--- src/rtl/cpu_pkg.sv ---
// ============================================================================
// Module : cpu_pkg
// Brief  : Shared constants and types for the single-cycle 16-bit core.
// Rev    : 1.0 - initial release
// ============================================================================
`default_nettype none

package cpu_pkg;

    localparam int PC_W_DEF = 16;

    localparam logic [2:0] CCC_NE  = 3'b000;
    localparam logic [2:0] CCC_EQ  = 3'b001;
    localparam logic [2:0] CCC_GT  = 3'b010;
    localparam logic [2:0] CCC_LT  = 3'b011;
    localparam logic [2:0] CCC_GE  = 3'b100;
    localparam logic [2:0] CCC_LE  = 3'b101;
    localparam logic [2:0] CCC_OV  = 3'b110;
    localparam logic [2:0] CCC_UNC = 3'b111;

    localparam int FLAG_Z = 2;
    localparam int FLAG_V = 1;
    localparam int FLAG_N = 0;

    typedef logic [2:0] flags_t;

endpackage

`default_nettype wire

--- src/rtl/branch_cond.sv ---
// ============================================================================
// Module : branch_cond
// Brief  : Combinational branch condition evaluator, (ccc, {Z,V,N}) -> cond.
// Rev    : 1.0 - initial release
// ============================================================================
`default_nettype none

module branch_cond
    import cpu_pkg::*;
(
    input  logic [2:0] ccc,
    input  flags_t     flags,
    output logic       cond
);

    logic w_z;
    logic w_v;
    logic w_n;

    assign w_z = flags[FLAG_Z];
    assign w_v = flags[FLAG_V];
    assign w_n = flags[FLAG_N];

    always_comb begin
        cond = 1'b0;
        case (ccc)
            CCC_NE:  cond = ~w_z;
            CCC_EQ:  cond = w_z;
            CCC_GT:  cond = ~w_z & ~w_n;
            CCC_LT:  cond = w_n;
            CCC_GE:  cond = w_z | ~w_n;
            CCC_LE:  cond = w_n | w_z;
            CCC_OV:  cond = w_v;
            CCC_UNC: cond = 1'b1;
            default: cond = 1'b0;
        endcase
    end

endmodule

`default_nettype wire

--- src/rtl/pc_flow_unit.sv ---
// ============================================================================
// Module : pc_flow_unit
// Brief  : Program counter, Z/V/N flag register, branch resolution and HALT.
//          Optional build macro PC_STALL_EN adds a stall input.
// Rev    : 1.0 - initial release
// ============================================================================
`default_nettype none

module pc_flow_unit
    import cpu_pkg::*;
#(
    parameter int              PC_W     = PC_W_DEF,
    parameter logic [PC_W-1:0] RESET_PC = '0
)
(
    input  logic            clk,
    input  logic            rst,
`ifdef PC_STALL_EN
    input  logic            stall,
`endif
    input  logic            branch,
    input  logic            branch_reg,
    input  logic            halt,
    input  logic [2:0]      ccc,
    input  logic [8:0]      imm9,
    input  logic [PC_W-1:0] rs_data,
    input  logic [2:0]      alu_flags,
    input  logic [2:0]      flag_wr,
    output logic [PC_W-1:0] pc,
    output logic [PC_W-1:0] pc_plus2,
    output logic [2:0]      flags,
    output logic            taken,
    output logic            halted
);

    logic [PC_W-1:0] r_pc;
    flags_t          r_flags;
    logic            r_halted;
    logic            w_cond;
    logic            w_stall;
    logic [PC_W-1:0] w_pc_plus2;
    logic [PC_W-1:0] w_offset;
    logic [PC_W-1:0] w_pc_next;

`ifdef PC_STALL_EN
    assign w_stall = stall;
`else
    assign w_stall = 1'b0;
`endif

    // Condition always sees the registered flags, never this cycle's ALU result.
    branch_cond u_branch_cond (
        .ccc   (ccc),
        .flags (r_flags),
        .cond  (w_cond)
    );

    assign w_pc_plus2 = r_pc + PC_W'(2);
    assign w_offset   = {{(PC_W-10){imm9[8]}}, imm9, 1'b0};

    always_comb begin
        w_pc_next = w_pc_plus2;
        if (r_halted || halt) begin
            w_pc_next = r_pc;
        end else if (branch && w_cond) begin
            w_pc_next = w_pc_plus2 + w_offset;
        end else if (branch_reg && w_cond) begin
            w_pc_next = rs_data;
        end
    end

    always_ff @(posedge clk) begin
        if (rst) begin
            r_pc     <= RESET_PC;
            r_flags  <= '0;
            r_halted <= 1'b0;
        end else if (!w_stall && !r_halted) begin
            r_pc     <= w_pc_next;
            r_halted <= halt;
            for (int i = 0; i < 3; i++) begin
                if (flag_wr[i]) begin
                    r_flags[i] <= alu_flags[i];
                end
            end
        end
    end

    assign pc       = r_pc;
    assign pc_plus2 = w_pc_plus2;
    assign flags    = r_flags;
    assign halted   = r_halted;
    assign taken    = ~r_halted & (branch | branch_reg) & w_cond;

endmodule

`default_nettype wire
--- config.mk ---
export PLATFORM = sky130hd
export DESIGN_NAME = pc_flow_unit
export DESIGN_NICKNAME = d
export VERILOG_FILES = /design/src/rtl/cpu_pkg.sv /design/src/rtl/branch_cond.sv /design/src/rtl/pc_flow_unit.sv
export SDC_FILE = /design/constraint.sdc
export NUM_CORES = 1
export LEC_CHECK = 0
export ABC_AREA = 1
export CAP_MARGIN = 20
export CORE_MARGIN = 2
export CORE_UTILIZATION = 51
export DETAILED_ROUTE_END_ITERATION = 6
export GPL_TIMING_DRIVEN = 1
export PLACE_DENSITY = 0.87
export SETUP_SLACK_MARGIN = 0.3
export SYNTH_ARGS = -nofsm -noshare
export SYNTH_HDL_FRONTEND = slang
export SYNTH_SLANG_ARGS = --single-unit
--- constraint.sdc ---
create_clock -name clk -period 5.9 [get_ports clk]
set_input_delay 1.18 -clock clk [delete_from_list [all_inputs] [get_ports clk]]
set_output_delay 1.18 -clock clk [all_outputs]
set_load 0.02 [all_outputs]
Word-level counts from Yosys, hierarchy flattened:

Cells that the tools add are included.

* register bits: 20
* output and inout bits: 37

* add/subtract/negate cells: 2
* bitwise gates (word level): 10
* equal/unequal tests: 7
* reductions and logical operators: 8
* multiplexer cells: 4

Operator list (number)
* $mux W16: 2
* $add A16 B16 Y16: 1
* $add A16 B2 Y16 const B: 1
* $eq A3 B3 Y1 const B: 4
* $pmux W1 S8: 1
* $reduce_and A2 Y1: 4
* $eq A3 B2 Y1 const B: 2
* $not A1 Y1: 4
* $and A1 B1 Y1: 3
* $eq A3 B1 Y1 const B: 1
* $logic_not A3 Y1: 1
* $or A1 B1 Y1: 3
* $logic_and A1 B1 Y1: 2
* $logic_or A1 B1 Y1: 1
* $mux W1: 1

Logic depth before layout (Yosys ltp):

Gate-level depths: netlist of the first run.

* depth in word-level cells: 6
* gate-level depth with buffers: 18
* gate-level depth less buffers: 18

Modules after synthesis:

A second synthesis of the first run with hierarchy kept.

* cells, all modules: 373
* area, all modules: 2259.7 µm²

Modules (own cells, without submodules)
* pc_flow_unit: cells each 358, times used 1, area an instance 2188.3 µm², sequential area each 400.4 µm²
* branch_cond: cells each 15, times used 1, area an instance 71.3 µm², sequential area each 0.0 µm²

Least setup slack after synthesis of the first run:

Ideal clock, no wire load.

* kind: input port to output port
* start point: input port ccc[0]
* end point: output port taken
* stages: 9
* path slack: 2453 ps
* arrival time: 2267 ps
* data required time: 4720 ps
* buffers on the path: 2
* path through: nor2_1 > nand2_1 > nor2_1 > nor2_2 > nand2_4 > nand2_4 > buf_6 > buf_12 > a21oi_1

* cells in the longest elaborated chain, start to end: 3

Ends and longest elaborated chain
* from (decl): RTL line pc_flow_unit.sv:24 `input logic [2:0] ccc,`
* $eq A3 B3 Y1, or another cell as far along: RTL line branch_cond.sv:26 `case (ccc)`
* $pmux W1 S8 (*): RTL line branch_cond.sv:26
* $and A1 B1 Y1 (*): RTL line pc_flow_unit.sv:92 `assign taken = ~r_halted & (branch | branch_reg) & w_cond;`
* to (decl): RTL line pc_flow_unit.sv:32 `output logic taken,`

Mark *: on every way between the ends. The rest lies on a longest branch, timed or not.

Worst setup path after layout of the first run:

* start point: input port ccc[1]
* end point: output port taken

Same word-level chain as after synthesis.

==> summary.txt, run 1 <==
Synth
  • Top post-synthesis cells by area: nand2_1 (17%), dfxtp_1 (17%), ha_1 (9.5%)
  • Synth Area in Compound Gates: 0.160
  • Post-synthesis cell type count: 34
  • Synth Register Bits: 20
  • Synth Area in XOR/XNOR: 0.0515
  • Adder-Cell Fraction of Synth Area: 0.103
  • Mean Syn Cell Area: 6.09 um^2
  • Simple-gate share of the synthesized area: 0.392
  • Warnings from Yosys: 0
  • Post-synthesis mux area share: 0
  • Register area share after synthesis: 0.168
  • Synthesized Nets: between 400 and 500
  • Yosys top cell area share: 0.172
  • Synth area leader: nand2_1
  • Largest family of logic cells by synthesized area: simple AND/OR/NAND/NOR gates
  • Cells after Synth: between 300 and 400
  • Syn Std Cell Area: ~2400 um^2

STA
  • Total negative slack: 0 ns
  • Fin crit share: 0.731
  • Fmax: around 230 MHz
  • Setup Skew: 0.00250 ns
  • Slew headroom: 0.550
  • Post-route setup slack: 1.59 ns
  • RSZ-0062 raised after global routing: false
  • Final Critical Period: about 4.3 ns
  • Setup violations, final: 0
  • Slew Limit Fails: 0
  • Final Hold Viols: 0
  • Worst slew pin tran: 0.674 ns

Hold path
  • HP Start: pc[0]
  • Min-Delay Endpoint: pc[0]
  • Worst Hold Class: reg2reg
  • Hold Crit Depth: 2

Power
  • Peak supply drop: approximately 0.00012 V
  • Power density over the cells: 189 nW/um^2
  • Leak pwr: 1.56 nW

Critical path
  • Reg2reg end: pc[9]
  • Setup CP Type: in2out
  • Cell family with most CP delay: buffers and inverters
  • R2R depth: 17
  • Register-to-register setup slack: 2.87 ns
  • Critical path peak fanout: 20
  • Crit-path max cell delay: about 0.62 ns
  • Worst-path cell chain: clkdlybuf4s50_1, nand2_1, nand2_1, nor2_1, nor2_2, nand2_4, nand2_4, a21oi_1, clkdlybuf4s50_1
  • Worst Path Required: 4.72 ns
  • Setup crit start: ccc[1]
  • Data arrival time of the worst path: about 3.1 ns
  • R2r startpoint: pc[1]
  • Setup crit end kind: primary output
  • Slowest CP cell: clkdlybuf4s50_1
  • Worst Path Buf+Inv: 2
  • Critical path launch point type: input port

Clock tree
  • Worst-skew pair later-pin latency: about 0.27 ns
  • CTS HTree Levels: 1
  • PostCTS Resize Cnt: 0
  • CTS root buf: clkbuf_8
  • Clock-pin slew on the worst setup and hold paths: 0.08 ns
  • Num Clock Sinks: 20
  • Post-CTS setup buffers: 0
  • CTS tree: done
  • Post-CTS Hold Fix Bufs: 0
  • CTS Buf Count: 3
  • CTS max path bufs: 2

Route
  • Routed Antenna Nets: 0
  • Vias: roughly 2800
  • DRC: 0
  • Drt via density: ~5.4
  • Drt wl/cell: 13.8 um
  • Routed WL: just over 7 mm
  • DRT Pass-1 Iters: 5
  • Initial DRC count: ~180

Global routing
  • Global route total overflow: 0
  • Largest net degree at the start of global routing: 21
  • Antenna violations before repair: 0
  • Tot GR Track Use: 0.277
  • First-pass GRT wire length: around 11 mm
  • Number of global-route vias before repair: approximately 2500

Die
  • Die Height: ~72 um
  • CORE AREA: 4410 um^2
  • Row cnt: 24
  • Die ar.: approximately 5200 um^2
  • Die width: approximately 72 um
  • Io pins: 76
  • Initial core utilization: 0.540

Final layout
  • Antenna Cells: 0
  • Layout cells sized above 1: 0.0626
  • Area grow syn2layout: 34.3%
  • Most common cell after layout, fill and taps aside: nand2_1
  • Most frequent cells in the layout: nand2_1 (109), clkdlybuf4s50_1 (75), inv_1 (59)
  • Layout net count: ~520

Placement
  • RePlAce Congestion: 0.954
  • DP Worst Slack: approximately 1.6 ns
  • Hpwl dp: 5.76 mm
  • Port bufs: 75

Run status
  • Status: completed

Job
  • Max Cap Viol: 0
==> synthesized netlist by cell type (all sizes together) <==
master,count
o21a,1
fa,1
a21o,1
buf,5
o21ai,20
clkbuf,2
xnor2,2
dfxtp,20
a21oi,29
nor2,33
nand3,45
a21boi,1
inv,61
nor3,5
a211o,1
xor2,12
ha,18
nand2,116
nand3b,5
o211ai,5
nand4,5
nor3b,1
o21bai,2
==> logic make-up (layout without fill, tap and decap cells) <==
| family | count (synthesis) | after routing |
|---|---|---|
| AND/OR/NAND/NOR | 210 | 210 |
| flip-flops | 20 | 20 |
| adder cells (fa/ha/maj) | 19 | 19 |
| XOR/XNOR | 14 | 14 |
| AO/OA/AOI/OAI | 60 | 60 |
| buffers and inverters | 68 | 140 |
==> flip-flops by register name, summed over array words and instances (netlist names) <==
signal and count:
pc 16, halted 1, flags 3
==> cell type report <==
class,instances,area [um^2]
clock buffer,3,41.3
multi-input combinational,303,1680
clock inverter,1,30.0
timing repair buffer,75,751
sequential,20,400
inverter,61,231
fill,403,1210
tap,52,65.1
==> how the worst max path moves through the flow <==
stage            end  depth (start not counted)
2_1_floorplan  taken                          9
4_1_cts        taken                          9
3_5_place_dp   taken                          9
6_report       taken                          9
5_1_grt        taken                          9
3_3_place_gp   taken                          8
==> per-layer routing <==
metal	GRT usage	vias up	share of wire
met2	0.462	127	0.46
met1	0.368	1239	0.44
met5	0	-	0
li1	-	1412	-
met4	0.0881	0	0.025
met3	0.0403	16	0.073
==> power by group <==
group / switching [mW] / internal, mW / total (mW)
registers: 0.0138 / 0.147 / 0.160
logic: 0.175 / 0.128 / 0.302
clock network: 0.0529 / 0.0907 / 0.144
total: 0.242 / 0.365 / 0.606
==> metrics by stage <==
stage | power [mW] | instance area, um^2 | hold slack (ns) | utilization | std cells
after floorplan | 0.356 | 2380 | 0.532 | - | 391
after detailed placement | 0.462 | 3130 | 0.458 | 0.709 | 511
after CTS | 0.605 | 3200 | 0.472 | 0.725 | 515
after global routing | 0.642 | 3200 | 0.513 | 0.725 | 515
after global placement | 0.456 | 3130 | 0.449 | 0.709 | 511
final | 0.606 | 3200 | 0.467 | 0.725 | 515
==> worst min-delay path, stage by stage, from the launching register on <==
cell	delay (ns)
dfxtp_1	0.33
inv_1	0.05
a21oi_1	0.05
(Power assumes the default switching activity.)
==> inputs of run 2 (changes only) <==
- CORE_UTILIZATION: 51 -> 47
- PLACE_DENSITY: 0.87 -> 0.81
- clock period: 5.9 -> 4.1 ns (I/O delays scaled with it)
==> run 2 against run 1 <==
Against the previous run:
- wire length rose by 0.93%
- count of clock-buffer cells in the layout did not move
- via count fell by 0.29%
- power rose by 44%
- sequential cell count did not move
- design area rose by 1.3%
- sequential share of layout area fell by 0.16 points
- critical endpoint unchanged
==> summary.txt, run 2 (synthesized netlist as in run 1, its figures left out) <==
Power
  • Leak pwr: 1.57 nW (+0.89%)
  • Int Power: 0.528 mW (+45%)
  • Flop pwr share: 0.265 (about the same)
  • Power density over the cells: 270 nW/um^2 (+42%)
  • Sw Share: 0.396 (-0.00189)
  • Peak supply drop: 0.000160 V (+37%)
  • NetSw: 0.347 mW (+43%)
  • Comb pwr share: 0.503 (+0.004)
  • Clk pwr share: 0.233 (-0.004)

Clock tree
  • Worst-skew pair later-pin latency: 0.26 ns (about the same)
  • CTS Buf Count: 3 (unchanged)
  • CTS HTree Levels: 1 (unchanged)
  • CTS tree: done
  • CTS max path bufs: 2 (unchanged)
  • CTS root buf: clkbuf_8
  • Clock-pin slew on the worst setup and hold paths: 0.08 ns (about the same)
  • PostCTS Resize Cnt: 0 (unchanged)
  • Post-CTS Hold Fix Bufs: 0 (unchanged)
  • Num Clock Sinks: 20 (unchanged)
  • Post-CTS setup buffers: 0 (unchanged)

Global routing
  • Number of global-route vias before repair: 2479 (-0.68%)
  • Tot GR Track Use: 0.257 (-0.0198)
  • Largest net degree at the start of global routing: 20 (-4.8%)
  • First-pass GRT wire length: 11.3 mm (-1.7%)
  • Antenna violations before repair: 0 (unchanged)
  • Global route total overflow: 0 (unchanged)

Final layout
  • Area grow syn2layout: 36.1%
  • Layout net count: 525 (+0.57%)
  • Finished Layout Cells: 533 (+3.5%)
  • Max reg flops: 16 (unchanged)
  • Finished Core Util: 0.673 (-0.0521)
  • Layout cells sized above 1: 0.0687 (+0.00603)
  • Most common cell after layout, fill and taps aside: nand2_1
  • Most frequent cells in the layout: nand2_1 (109), clkdlybuf4s50_1 (75), inv_1 (59)
  • Antenna Cells: 0 (unchanged)

STA
  • Final Hold Viols: 0 (unchanged)
  • Slew headroom: 0.705 (+0.155)
  • Slew Limit Fails: 0 (unchanged)
  • Worst slew pin tran: 0.441 ns (-0.233 ns)
  • Setup Skew: 0.00258 ns (+0.0000776 ns)
  • Setup violations, final: 0 (unchanged)
  • RSZ-0062 raised after global routing: false
  • Hold Slack: 0.458 ns (-0.00902 ns)
  • Total negative slack: 0 ns (unchanged)
  • Fmax: about 280 MHz
  • Fin crit share: 0.863
  • Final Critical Period: between 3 and 4 ns

Die
  • Io pins: 76 (unchanged)
  • Initial core utilization: 0.495 (-0.0451)
  • CORE AREA: 4820 um^2 (+9.1%)
  • Row cnt: 25 (+4.2%)
  • Die Height: 75.2 um (+3.9%)
  • Die ar.: 5650 um^2 (+8.0%)
  • Die width: 75.2 um (+3.9%)

Hold path
  • HP Start: pc[0]
  • Worst Hold Class: reg2reg

Critical path
  • Setup crit start: ccc[1]
  • Critical path launch point type: input port
  • Setup crit end kind: primary output
  • R2r startpoint: pc[1]
  • Data arrival time of the worst path: 2.72 ns (-0.41 ns)
  • Worst Path Required: 3.28 ns (-1.44 ns)
  • Setup CP Type: in2out
  • Critical path peak fanout: 7 (-65%)

Route
  • DRT Pass-1 Iters: 4 (-1)
  • Drt wl/cell: 13.5 um (-2.5%)
  • Vias: 2786 (-0.29%)
  • Routed Antenna Nets: 0 (unchanged)
  • Drt via density: 5.23 (-3.7%)
  • DRC: 0 (unchanged)
  • Initial DRC count: 211 (+15%)
  • Routed WL: 7.18 mm (+0.93%)

Placement
  • Cells after DPL: 529 (+3.5%)
  • Hpwl dp: 5.80 mm (+0.63%)
  • Port bufs: 75 (unchanged)
  • RePlAce Congestion: 0.875 (-8.4%)

Run status
  • Status: completed

Job
  • Max Cap Viol: 0 (unchanged)
[run 2: power groups by stage]
stage	sequential, mW	combinational (mW)	clock [mW]
after detailed placement	0.235	0.435	0
after global placement	0.235	0.426	0
after CTS	0.231	0.439	0.205
final	0.231	0.439	0.203
after global routing	0.233	0.482	0.215
after floorplan	0.251	0.262	0
[run 2: metal layers]
metal	part of all wire	global-route usage	up-vias	wire [um]
met5	0	0	-	0
li1	-	-	1418	-
met3	0.061	0.0402	12	435
met1	0.44	0.336	1252	3180
met2	0.48	0.452	104	3460
met4	0.016	0.0487	0	112
[run 2: layout make-up]
| cell class | count | area, um^2 |
|---|---|---|
| clock buffer | 3 | 41.3 |
| clock inverter | 1 | 30.0 |
| fill | 479 | 1580 |
| inverter | 61 | 231 |
| multi-input combinational | 303 | 1680 |
| sequential | 20 | 400 |
| tap | 67 | 83.8 |
| timing repair buffer | 78 | 773 |
[run 2: critical path, stage by stage]
cell	delay, ns
clkdlybuf4s50_1	0.46
nand2_1	0.11
nand2_1	0.06
nor2_1	0.13
nor2_2	0.07
nand2_4	0.11
nand2_4	0.06
a21oi_1	0.24
clkdlybuf4s50_1	0.65
[run 2: final timing paths]
kind	end	slack, ns	depth (start not counted)
setup reg to reg	pc[15]	1.09	15
hold / removal	pc[0]	0.46	2
hold reg to reg	pc[0]	0.46	2
setup / recovery	taken	0.56	9
[run 2: per-stage QoR]
step	worst slack (ns)	power [mW]	area (um^2)
floorplan	1.37	0.513	2380
global placement	0.553	0.662	3170
detailed placement	0.561	0.670	3170
CTS	0.544	0.875	3240
global route	0.444	0.930	3240
finish	0.563	0.874	3240
==> inputs of run 3 (changes only) <==
- CORE_MARGIN: 2 -> 8
==> run 3 against run 2 <==
Against the previous run:
- sequential cell count unchanged
- combinational power about the same
- utilization down 3.0 points
- count of clock-buffer cells in the layout up 1
- clock skew up 0.0012 ns
- critical path depth unchanged
- global-route usage down 5.5 points
- critical path type unchanged
- critical endpoint unchanged
- largest power group unchanged
==> summary.txt, run 3 (synthesized netlist as in run 1, its figures left out) <==
Final layout
  • Area grow syn2layout: 35.2%
  • Layout net count: 524 (-0.19%)
  • Antenna Cells: 0 (unchanged)
  • Most frequent cells in the layout: nand2_1 (109), clkdlybuf4s50_1 (75), inv_1 (59)
  • Layout cells sized above 1: 0.0667 (-0.00200)
  • Most common cell after layout, fill and taps aside: nand2_1
  • Max reg flops: 16 (unchanged)

Critical path
  • Worst Path Required: 3.28 ns (about the same)
  • Data arrival time of the worst path: 2.76 ns (+0.04 ns)
  • Worst-path cell chain: clkdlybuf4s50_1, inv_1, nand2_1, a21boi_2, nor2_2, nand2_4, nand2_4, a21oi_1, clkdlybuf4s50_1
  • Setup crit end kind: primary output
  • Setup CP Type: in2out
  • Critical path peak fanout: 17 (+10)
  • Slowest CP cell: clkdlybuf4s50_1
  • Crit-path max cell delay: 0.63 ns (-0.02 ns)
  • Critical path launch point type: input port

Global routing
  • Largest net degree at the start of global routing: 20 (unchanged)
  • Tot GR Track Use: 0.202 (-0.0554)
  • Global route total overflow: 0 (unchanged)
  • Number of global-route vias before repair: 2662 (+7.4%)
  • First-pass GRT wire length: 12.4 mm (+9.5%)
  • Antenna violations before repair: 0 (unchanged)

Die
  • Io pins: 76 (unchanged)
  • Die Height: 87.2 um (+16%)
  • Row cnt: 26 (+4.0%)
  • CORE AREA: 5010 um^2 (+4.0%)
  • Die width: 87.2 um (+16%)
  • Die ar.: 7600 um^2 (+34%)
  • Initial core utilization: 0.476 (-0.0190)

STA
  • Setup Skew: 0.00374 ns (+0.00116 ns)
  • Fmax: 280 MHz (-1.1%)
  • Slew headroom: 0.713 (+0.00753)
  • Setup violations, final: 0 (unchanged)
  • RSZ-0062 raised after global routing: false
  • Slew Limit Fails: 0 (unchanged)
  • Final Critical Period: 3.58 ns (+0.0399 ns)
  • Fin crit share: 0.873 (+0.00972)
  • Worst slew pin tran: 0.430 ns (-0.0113 ns)
  • Total negative slack: 0 ns (unchanged)
  • Final Hold Viols: 0 (unchanged)

Clock tree
  • Clock-pin slew on the worst setup and hold paths: 0.08 ns (about the same)
  • CTS Buf Count: 3 (unchanged)
  • CTS HTree Levels: 1 (unchanged)
  • Worst-skew pair later-pin latency: 0.27 ns (about the same)
  • Post-CTS Hold Fix Bufs: 0 (unchanged)
  • CTS root buf: clkbuf_8
  • Post-CTS setup buffers: 0 (unchanged)
  • PostCTS Resize Cnt: 0 (unchanged)
  • CTS max path bufs: 2 (unchanged)
  • Num Clock Sinks: 20 (unchanged)
  • CTS tree: done

Run status
  • Status: completed

Power
  • Leak pwr: 1.56 nW (-0.72%)
  • Power density over the cells: 258 nW/um^2 (-4.4%)
  • Peak supply drop: 0.000180 V (+13%)
  • Design Power: 0.831 mW (-5.0%)

Job
  • Max Cap Viol: 0 (unchanged)

Route
  • Vias: 2738 (-1.7%)
  • DRT Pass-1 Iters: 4 (unchanged)
  • Drt wl/cell: 14.5 um (+7.3%)
  • Routed Antenna Nets: 0 (unchanged)
  • Initial DRC count: 178 (-16%)
  • Routed WL: 7.74 mm (+7.7%)
  • DRC: 0 (unchanged)
  • Drt via density: 5.12 (-2.1%)

Placement
  • Port bufs: 75 (unchanged)
  • RePlAce Congestion: 0.904 (+3.4%)
  • Hpwl dp: 6.32 mm (+8.9%)

Hold path
  • Worst Hold Class: reg2reg
run 3: cell types whose count changed in the layout (fill, tap and decap cells not counted), sizes merged:
cell,previous run,this run
buf,3,2
bufinv,1,0
clkbuf,3,4
run 3: final cells by class:
| cell class | instances | area (um^2) |
|---|---|---|
| Sequential cell | 20 | 400 |
| Tap cell | 70 | 87.6 |
| Timing Repair Buffer | 77 | 766 |
| Inverter | 61 | 231 |
| Multi-Input combinational cell | 303 | 1680 |
| Clock buffer | 4 | 55.1 |
| Fill cell | 518 | 1790 |
run 3: critical path, delay by kind of cell:
family	cells	cell delay, ns
compound gates	2	0.33
buf+inv	3	1.18
simple gates	4	0.42
run 3: final timing paths:
kind | cells after the start | slack [ns] | endpoint | start
max | 9 | 0.52 | taken | ccc[1]
min | 2 | 0.48 | pc[0] | pc[0]
max reg2reg | 15 | 1.08 | pc[15] | pc[1]
min reg2reg | 2 | 0.48 | pc[0] | pc[0]
run 3: metal layers:
layer,wire [um],share of wire,vias up,global-route usage
li1,-,-,1411,-
met1,3490,0.45,1239,0.247
met3,394,0.051,11,0.0406
met5,0,0,-,0
met4,81,0.010,0,0.0344
met2,3780,0.49,77,0.357
run 3: stage by stage:
stage          instances  hold slack [ns]  worst slack (ns)  area [um^2]  utilization
6_report             535            0.479             0.523         3220        0.643
5_1_grt              535            0.501             0.376         3220        0.643
4_1_cts              535            0.480             0.510         3220        0.643
3_5_place_dp         531            0.468             0.524         3170        0.632
3_3_place_gp         531            0.456             0.581         3170        0.632
2_1_floorplan        391            0.532              1.37         2380            -
run 3: report_power, final:
part | leakage, nW | switching (mW) | total (mW) | internal, mW
Sequential | 0.165 | 0.0207 | 0.232 | 0.211
Clock | 0.0288 | 0.0742 | 0.160 | 0.0857
Combinational | 1.37 | 0.254 | 0.439 | 0.186
Total | 1.56 | 0.349 | 0.831 | 0.482
